$ cat src/rtl/fifo_wr_arbiter_if.sv
// rtl/fifo_wr_arbiter_if.sv - receive-port and FIFO write-side signals of the frame arbiter
interface fifo_wr_arbiter_if #(
  parameter int NP = 4,
  parameter int WD = 8
);
  logic [NP-1:0]    in_valid;
  logic [NP*WD-1:0] in_data;
  logic [NP-1:0]    in_last;
  logic [NP-1:0]    in_ready;
  logic             fifo_wen;
  logic [WD:0]      fifo_wdat;
  logic             fifo_wfull;

  modport master (
    input  in_valid, in_data, in_last, fifo_wfull,
    output in_ready, fifo_wen, fifo_wdat
  );

  modport slave (
    output in_valid, in_data, in_last, fifo_wfull,
    input  in_ready, fifo_wen, fifo_wdat
  );
endinterface

$ cat src/rtl/fifo_wr_arbiter.sv
// rtl/fifo_wr_arbiter.sv - frame-granular round-robin arbiter for the async frame FIFO write side
// Optional port-index tag word per frame: L2SW_ARB_TAG_EN
module fifo_wr_arbiter #(
  parameter int NP     = 4,
  parameter int WD     = 8,
  parameter int MAXLEN = 1518
) (
  input  logic                 wclk,
  input  logic                 rst,
  fifo_wr_arbiter_if.master    bus,
  output logic [NP-1:0]        grant_o,
  output logic                 busy_o,
  output logic                 ovf_o
);
  localparam int IW = (NP > 1) ? $clog2(NP) : 1;
  localparam int LW = $clog2(MAXLEN + 1);

  typedef enum logic [1:0] {
    S_IDLE,
`ifdef L2SW_ARB_TAG_EN
    S_TAG,
`endif
    S_DATA,
    S_DROP
  } state_t;

  state_t          state_q;
  logic [NP-1:0]   grant_q;
  logic [IW-1:0]   idx_q;
  logic [IW-1:0]   last_q;
  logic [LW-1:0]   len_q;
  logic            busy_q;
  logic            ovf_q;

  logic            sel_last;
  logic [WD-1:0]   sel_data;
  logic            at_max;
  logic            eof;
  logic [NP-1:0]   ready_w;
  logic            hs;
  logic            win_found;
  logic [IW-1:0]   win_idx;

  assign sel_last = bus.in_last[idx_q];
  assign sel_data = bus.in_data[idx_q*WD +: WD];
  assign at_max   = (len_q == LW'(MAXLEN - 1));
  assign eof      = sel_last | at_max;

  // Only the granted port is ever ready; DROP ignores fullness since nothing is written.
  always_comb begin
    ready_w = '0;
    if ((state_q == S_DATA && !bus.fifo_wfull) || state_q == S_DROP)
      ready_w = grant_q;
  end

  assign bus.in_ready = ready_w;
  assign hs           = |(bus.in_valid & ready_w);

  always_comb begin
    bus.fifo_wen  = 1'b0;
    bus.fifo_wdat = '0;
    case (state_q)
`ifdef L2SW_ARB_TAG_EN
      S_TAG: begin
        bus.fifo_wen  = !bus.fifo_wfull;
        bus.fifo_wdat = {1'b0, WD'(idx_q)};
      end
`endif
      S_DATA: begin
        bus.fifo_wen  = hs;
        bus.fifo_wdat = {eof, sel_data};
      end
      default: ;
    endcase
  end

  // Round-robin search starting just after the most recently granted port.
  always_comb begin
    win_found = 1'b0;
    win_idx   = '0;
    for (int k = 1; k <= NP; k++) begin
      if (!win_found && bus.in_valid[(int'(last_q) + k) % NP]) begin
        win_found = 1'b1;
        win_idx   = IW'((int'(last_q) + k) % NP);
      end
    end
  end

  always_ff @(posedge wclk or posedge rst) begin
    if (rst) begin
      state_q <= S_IDLE;
      grant_q <= '0;
      idx_q   <= '0;
      last_q  <= IW'(NP - 1);
      len_q   <= '0;
      busy_q  <= 1'b0;
      ovf_q   <= 1'b0;
    end else begin
      ovf_q <= 1'b0;
      case (state_q)
        S_IDLE: begin
          if (win_found) begin
            grant_q <= NP'(1) << win_idx;
            idx_q   <= win_idx;
            busy_q  <= 1'b1;
`ifdef L2SW_ARB_TAG_EN
            state_q <= S_TAG;
`else
            state_q <= S_DATA;
`endif
          end
        end
`ifdef L2SW_ARB_TAG_EN
        S_TAG: begin
          if (!bus.fifo_wfull)
            state_q <= S_DATA;
        end
`endif
        S_DATA: begin
          if (hs) begin
            if (sel_last) begin
              state_q <= S_IDLE;
              grant_q <= '0;
              len_q   <= '0;
              last_q  <= idx_q;
              busy_q  <= 1'b0;
            end else if (at_max) begin
              state_q <= S_DROP;
              ovf_q   <= 1'b1;
              len_q   <= '0;
            end else begin
              len_q <= len_q + LW'(1);
            end
          end
        end
        S_DROP: begin
          if (hs && sel_last) begin
            state_q <= S_IDLE;
            grant_q <= '0;
            last_q  <= idx_q;
            busy_q  <= 1'b0;
          end
        end
        default: state_q <= S_IDLE;
      endcase
    end
  end

  assign grant_o = grant_q;
  assign busy_o  = busy_q;
  assign ovf_o   = ovf_q;
endmodule
$ cat src/flat_wrapper.sv
// flat-port wrapper written by rule: the top's interface ports become plain ports
module fifo_wr_arbiter_flat 
#(
  parameter int NP     = 4,
  parameter int WD     = 8,
  parameter int MAXLEN = 1518
)
  (wclk, rst, grant_o, busy_o, ovf_o, bus_in_valid, bus_in_data, bus_in_last, bus_fifo_wfull, bus_in_ready, bus_fifo_wen, bus_fifo_wdat);
  fifo_wr_arbiter_if #(.NP(NP), .WD(WD)) bus_i ();
  input  logic wclk;
  input  logic rst;
  output logic [NP-1:0] grant_o;
  output logic busy_o;
  output logic ovf_o;
  input wire logic [$bits(bus_i.in_valid)-1:0] bus_in_valid;
  input wire logic [$bits(bus_i.in_data)-1:0] bus_in_data;
  input wire logic [$bits(bus_i.in_last)-1:0] bus_in_last;
  input wire logic [$bits(bus_i.fifo_wfull)-1:0] bus_fifo_wfull;
  output wire logic [$bits(bus_i.in_ready)-1:0] bus_in_ready;
  output wire logic [$bits(bus_i.fifo_wen)-1:0] bus_fifo_wen;
  output wire logic [$bits(bus_i.fifo_wdat)-1:0] bus_fifo_wdat;
  assign bus_i.in_valid = bus_in_valid;
  assign bus_i.in_data = bus_in_data;
  assign bus_i.in_last = bus_in_last;
  assign bus_i.fifo_wfull = bus_fifo_wfull;
  assign bus_in_ready = bus_i.in_ready;
  assign bus_fifo_wen = bus_i.fifo_wen;
  assign bus_fifo_wdat = bus_i.fifo_wdat;
  fifo_wr_arbiter #(.NP(NP), .WD(WD), .MAXLEN(MAXLEN)) u_core (.wclk(wclk), .rst(rst), .bus(bus_i), .grant_o(grant_o), .busy_o(busy_o), .ovf_o(ovf_o));
endmodule
$ cat config.mk
export PLATFORM = sky130hd
export DESIGN_NAME = fifo_wr_arbiter_flat
export DESIGN_NICKNAME = d
export VERILOG_FILES = /design/src/rtl/fifo_wr_arbiter_if.sv /design/src/rtl/fifo_wr_arbiter.sv /design/src/flat_wrapper.sv
export SDC_FILE = /design/constraint.sdc
export NUM_CORES = 1
export LEC_CHECK = 0
export ABC_AREA = 1
export CORE_ASPECT_RATIO = 1.4
export CORE_MARGIN = 4
export CORE_UTILIZATION = 47
export DETAILED_ROUTE_END_ITERATION = 12
export HOLD_SLACK_MARGIN = 0.03
export MAX_ROUTING_LAYER = met4
export PLACE_DENSITY = 0.83
export SYNTH_ARGS = -nofsm -noshare
export SYNTH_HDL_FRONTEND = slang
export SYNTH_SLANG_ARGS = --single-unit
export TNS_END_PERCENT = 100
$ cat constraint.sdc
create_clock -name wclk -period 2.18 [get_ports wclk]
set_clock_uncertainty 0.2 [all_clocks]
set_input_delay 0.436 -clock wclk [delete_from_list [all_inputs] [get_ports wclk]]
set_output_delay 0.436 -clock wclk [all_outputs]
set_load 0.005 [all_outputs]
==> After elaboration in Yosys (flattened, before gate mapping) <==
Cells that the tools add are included.
{ "classes": {"eq_ne": 8, "mux": 51, "n_lt_le_gt_ge": 5, "n_addsub": 5, "n_reduce_logical": 23, "shift": 2, "bitwise": 6} }
{ "ops": {"columns": ["cell", "count"], "rows": [
  ["$shiftx A32 B6 Y8", 1],
  ["$mux W2", 12],
  ["$mux W1", 22],
  ["$mux W11", 2],
  ["$mux W4", 5],
  ["$lt A3 B4 Y1 const B", 4],
  ["$pmux W4 S3", 1],
  ["$add A11 B1 Y11 const B", 1],
  ["$eq A11 B11 Y1 const B", 1],
  ["$bmux W1 S2", 5],
  ["$mux W9", 1],
  ["$reduce_and A4 Y1", 2],
  ["$reduce_or A2 Y1", 4],
  ["$ne A2 B1 Y1 const B", 3],
  ["$pmux W2 S3", 1],
  ["$logic_and A1 B1 Y1", 5],
  ["$reduce_and A5 Y1", 1],
  ["$add A2 B1 Y2 const B", 2],
  ["$add A2 B2 Y2 const B", 2],
  ["$and A1 B1 Y1 const A", 4],
  ["$and A4 B4 Y4", 1],
  ["$logic_not A1 Y1", 4],
  ["$pmux W2 S2", 1],
  ["$reduce_and A2 Y1", 2],
  ["other kinds (13)", 13]
]} }
{ "word_totals": {"elab_cells": 107, "in_bits": 43, "output_inout_bits": 20, "regBits": 23} }

==> Logic depth before layout (Yosys ltp) <==
{ "depth": {"depth_word": 19, "depth_mapped": 14} }

==> Worst setup path after synthesis <==
No wires, ideal clock.
{ "synth_path": {"path_kind": "reg-to-output", "from": "register u_core.state_q[1]", "to": "output port bus_fifo_wen", "stages_incl_launch_ff": 10, "t_required_ns": 1.544, "path_buffers": 1, "setup_slack_ns": 0.214, "arrival_time_ns": 1.330, "cell_sequence": "dfrtp_1 -> inv_1 -> ha_1 -> nand2_2 -> nand2_4 -> nand3_1 -> nand2_2 -> nor2_4 -> nor2_4 -> buf_6"} }
{ "synth_between": {"elab_chain_len": 7} }
{ "synth_rtl": {"columns": ["element", "line", "rtl"], "rows": [
  ["start: declaration", "fifo_wr_arbiter.sv:27", "state_t state_q;"],
  ["start signal: assignment", "fifo_wr_arbiter.sv:91", "state_q <= S_IDLE;"],
  ["start signal: assignment", "fifo_wr_arbiter.sv:109", "state_q <= S_DATA;"],
  ["start signal: assignment", "fifo_wr_arbiter.sv:122", "state_q <= S_IDLE;"],
  ["$eq A2 B1 Y1", "fifo_wr_arbiter.sv:52, fifo_wr_arbiter.sv:62", null],
  ["$logic_and A1 B1 Y1", "fifo_wr_arbiter.sv:52", "if ((state_q == S_DATA && !bus.fifo_wfull) || state_q == S_DROP)"],
  ["$logic_or A1 B1 Y1", "fifo_wr_arbiter.sv:52", null],
  ["$mux W4", "fifo_wr_arbiter.sv:52", null],
  ["$and A4 B4 Y4", "fifo_wr_arbiter.sv:57", "assign hs = |(bus.in_valid & ready_w);"],
  ["$reduce_or A4 Y1", "fifo_wr_arbiter.sv:57", null],
  ["$mux W1 (*)", "fifo_wr_arbiter.sv:62", "case (state_q)"],
  ["end: declaration", "flat_wrapper.sv:20", "output wire logic [$bits(bus_i.fifo_wen)-1:0] bus_fifo_wen;"]
]} }
Every way passes the cells marked *; elsewhere a longest branch is shown, timed or not.

==> Worst setup path in the final report <==
{ "layout_path": {"from": "register u_core.state_q[0]", "to": "output port bus_in_ready[2]"} }
{ "layout_between": {"elab_chain_len": 4} }
{ "layout_rtl": {"columns": ["element", "line", "rtl"], "rows": [
  ["$eq A2 B1 Y1", "fifo_wr_arbiter.sv:52", null],
  ["$logic_and A1 B1 Y1", "fifo_wr_arbiter.sv:52", null],
  ["$logic_or A1 B1 Y1 (*)", "fifo_wr_arbiter.sv:52", null],
  ["$mux W4 (*)", "fifo_wr_arbiter.sv:52", null],
  ["end: declaration", "flat_wrapper.sv:19", "output wire logic [$bits(bus_i.in_ready)-1:0] bus_in_ready;"]
]} }
Marked as above.

==> flow_metrics.env <==
export IMPL_hold_class="in2async"
export IMPL_gr_total_overflow=0
export IMPL_grt_max_degree=24
export IMPL_finalCritPeriodShare_pct=103.1
export IMPL_die_w_um=63.88
export IMPL_wl_per_cell_um=14.13
export IMPL_cts_sinks=23
export IMPL_crit_type="reg2out"
export IMPL_via_per_inst=4.975
export IMPL_cts_buffers_inserted=3
export IMPL_dieArea_um2=5508
export IMPL_synthDistinctLibCells=31
export IMPL_worst_pin_slew_ns=0.3933
export IMPL_crit_family="buffers and inverters"
export IMPL_ys_ff_latch=23
export IMPL_worst_ir_drop_vdd_uv=657.6
export IMPL_crit_fanout=5
export IMPL_wirelength_mm=6.657
export IMPL_start_util_pct=48.47
export IMPL_ys_seq_area_share_pct=28.14
export IMPL_worst_setup_path_start_kind="flip-flop"
export IMPL_arrival_ns=1.61
export IMPL_ant_nets=0
export IMPL_setup_tns_ns=-0.2851
export IMPL_end_kind="output pin"
export IMPL_slew_violations=0
export IMPL_path_cells="buf_6, ha_4, nand2_4, nand2_4, buf_4, buf_4, inv_4, nor2_1, buf_2"
export IMPL_ys_warn_count=0
export IMPL_final_common_cell="nand2_1"
export IMPL_finalHoldViolations=0
export IMPL_clock_path_buffers=2
export IMPL_worstPathRequired_ns=1.54
export IMPL_worst_slack_ns=-0.06738
export IMPL_seq_area_um2=579.3
export IMPL_syn_inst=308
export IMPL_drt_initial_drc_count=108
export IMPL_cap_violations=0
export IMPL_min_period_ns=2.247
export IMPL_violations="negative setup slack"
export IMPL_dp_hpwl_mm=4.802
export IMPL_cpMaxStageDelayCell="dfrtp_1"
export IMPL_io_pins=63
export IMPL_syn_nets=357
export IMPL_powerDensity_nw_per_um2=1265
export IMPL_grt_pass1_wl_mm=10.43
export IMPL_relSlewSlack_pct=73.58
export IMPL_cp_num_buf_inv=5
export IMPL_die_y_um=86.23
export IMPL_multi_input_area_um2=1356
export IMPL_finalSetupViolCount=5
export IMPL_fillers=313
export IMPL_antenna_cells=0
export IMPL_vias=2343
export IMPL_cts_tree="done"
export IMPL_drt_first_pass_iters=4
export IMPL_antenna_found_initial=0
export IMPL_synth_edf_count=0
export IMPL_cts_htree_levels=1
export IMPL_r2r_slack_ns=0.11
export IMPL_drive_above_1_share_pct=31.87
export IMPL_status="finished, violations left"
export IMPL_syn_cell_area_um2=2054
export IMPL_ys_flop_type="dfrtp_1"
export IMPL_p_leak_nw=1.512
export IMPL_fin_util_pct=74.85
export IMPL_path_clk_slew_ns=0.10
export IMPL_drc=0
export IMPL_grt_util_all_layers_pct=23.87
export IMPL_placementRows=28
export IMPL_io_buffers=62
export IMPL_avgSynthCellArea_um2=6.670
export IMPL_gp_congestion=0.9106
export IMPL_worstSkewPairLatency_ns=0.28
export IMPL_max_freq_ghz=0.4450
export IMPL_nNetsFinal=461
export IMPL_grt_pass1_vias=2334
export IMPL_fp_coreArea_um2=4239
export IMPL_rsz0062_at_grt="yes"
export IMPL_max_stage_delay_ns=0.42
export IMPL_synthToLayoutAreaGrowth_pct=54.45
export IMPL_layout_common_cells="nand2_1 (56), clkdlybuf4s50_1 (46), nor2_1 (45), buf_4 (39), inv_1 (32)"
export IMPL_async_reset_ff_share_pct=100.0
export IMPL_root_buffer="clkbuf_8"
==> sequential cells by signal, summed over array words and instances (netlist names) <==
signal and flops:
u_core.len_q 11, u_core.last_q 2, u_core.grant_o 4, u_core.state_q 2, u_core.busy_o 1, u_core.idx_q 2
u_core.ovf_o 1
==> area by class of cell <==
| class | count | share of cell area [%] |
|---|---|---|
| multi-input combinational | 235 | 42.74 |
| timing repair buffer | 107 | 29.73 |
| sequential | 23 | 18.26 |
| inverter | 42 | 5.363 |
| tap | 60 | 2.366 |
| clock buffer | 3 | 1.301 |
| clock inverter | 1 | 0.2366 |
==> repair_timing <==
item                       CTS  global route
gates cloned                 0             1
pin swaps                    2             9
setup endpoints to repair   14            18
hold buffers                 0             0
setup buffers                1             3
gates resized for setup     37            55
==> power breakdown <==
group	internal (mW)	switching (mW)	leakage, nW	total (mW)
logic	1.27	1.67	1.20	2.94
registers	0.609	0.174	0.288	0.783
clock network	0.130	0.161	0.0217	0.291
==> cells in the mapped netlist (2+ instances only) <==
| library cell | instances | area (um2) |
|---|---|---|
| nand2_1 | 58 | 217.7 |
| dfrtp_1 | 21 | 525.5 |
| nor2_2 | 2 | 12.51 |
| ha_1 | 6 | 75.07 |
| nor2_1 | 48 | 180.2 |
| dfstp_2 | 2 | 52.55 |
| nand3_2 | 4 | 40.04 |
| nand2_2 | 16 | 100.1 |
| inv_1 | 38 | 142.6 |
| o21ai_0 | 32 | 160.2 |
| nand4_1 | 10 | 62.56 |
| nand2_4 | 4 | 45.04 |
| xor2_1 | 6 | 52.55 |
| a21oi_1 | 9 | 45.04 |
| o21ai_2 | 2 | 17.52 |
| clkbuf_1 | 3 | 11.26 |
| nand3_1 | 17 | 85.08 |
| nor2_4 | 4 | 45.04 |
| inv_2 | 2 | 7.510 |
| buf_6 | 3 | 33.78 |
| o21ai_1 | 3 | 15.01 |
| nor3_1 | 9 | 45.04 |
==> through the flow <==
step | area, um2 | std cells | setup slack, ns | total power [mW] | hold slack, ns
final | 3173 | 471 | -0.06738 | 4.013 | 0.2930
after CTS | 3105 | 467 | -0.2210 | 3.757 | 0.3054
after detailed placement | 3019 | 462 | -0.3631 | 3.440 | 0.3035
after global routing | 3173 | 471 | -0.1492 | 4.356 | 0.3465
after global placement | 3019 | 462 | -0.3514 | 3.358 | 0.2870
after floorplan | 2054 | 308 | 0.2142 | 2.386 | 0.2364
==> worst reg2reg max path, cell delays in order (launching register included) <==
cell and delay, ns:
dfrtp_1 0.43, inv_2 0.10, ha_4 0.17, nand2_4 0.06, nand2_4 0.10, nand3_2 0.08
nand2_2 0.10, nor2_4 0.05, buf_4 0.13, nand2_4 0.06, nand2_4 0.07, nor2_1 0.25
nand2_1 0.09, o21ai_0 0.09
==> final timing paths <==
kind | from | end | depth (start not counted)
max in group asynchronous | rst | u_core.last_q[0] | 3
max reg2reg | u_core.state_q[1] | u_core.last_q[0] | 13
min | rst | u_core.len_q[6] | 3
min reg2reg | u_core.busy_o | u_core.busy_o | 2
max | u_core.state_q[0] | bus_in_ready[2] | 9
min in group wclk | u_core.busy_o | u_core.busy_o | 2
==> logic make-up after synthesis <==
kind of cell / count (synthesis) / share of synthesized area, %
xor gates and xnor gates: 6 / 2.558
buffers and inverters: 50 / 10.78
DFF: 23 / 28.14
AOI/OAI and AO/OA: 47 / 11.94
and+or+nand+nor: 176 / 42.94
adders and majority gates: 6 / 3.654
==> metal layers <==
metal  share of wire, %  track usage [%]  vias up
met5                  0                -        -
met4                1.2            7.073        0
met3                3.1            2.335       10
met2                 58            44.78       63
met1                 38            26.26     1082
li1                   -                -     1188
(Power assumes the default switching activity.)
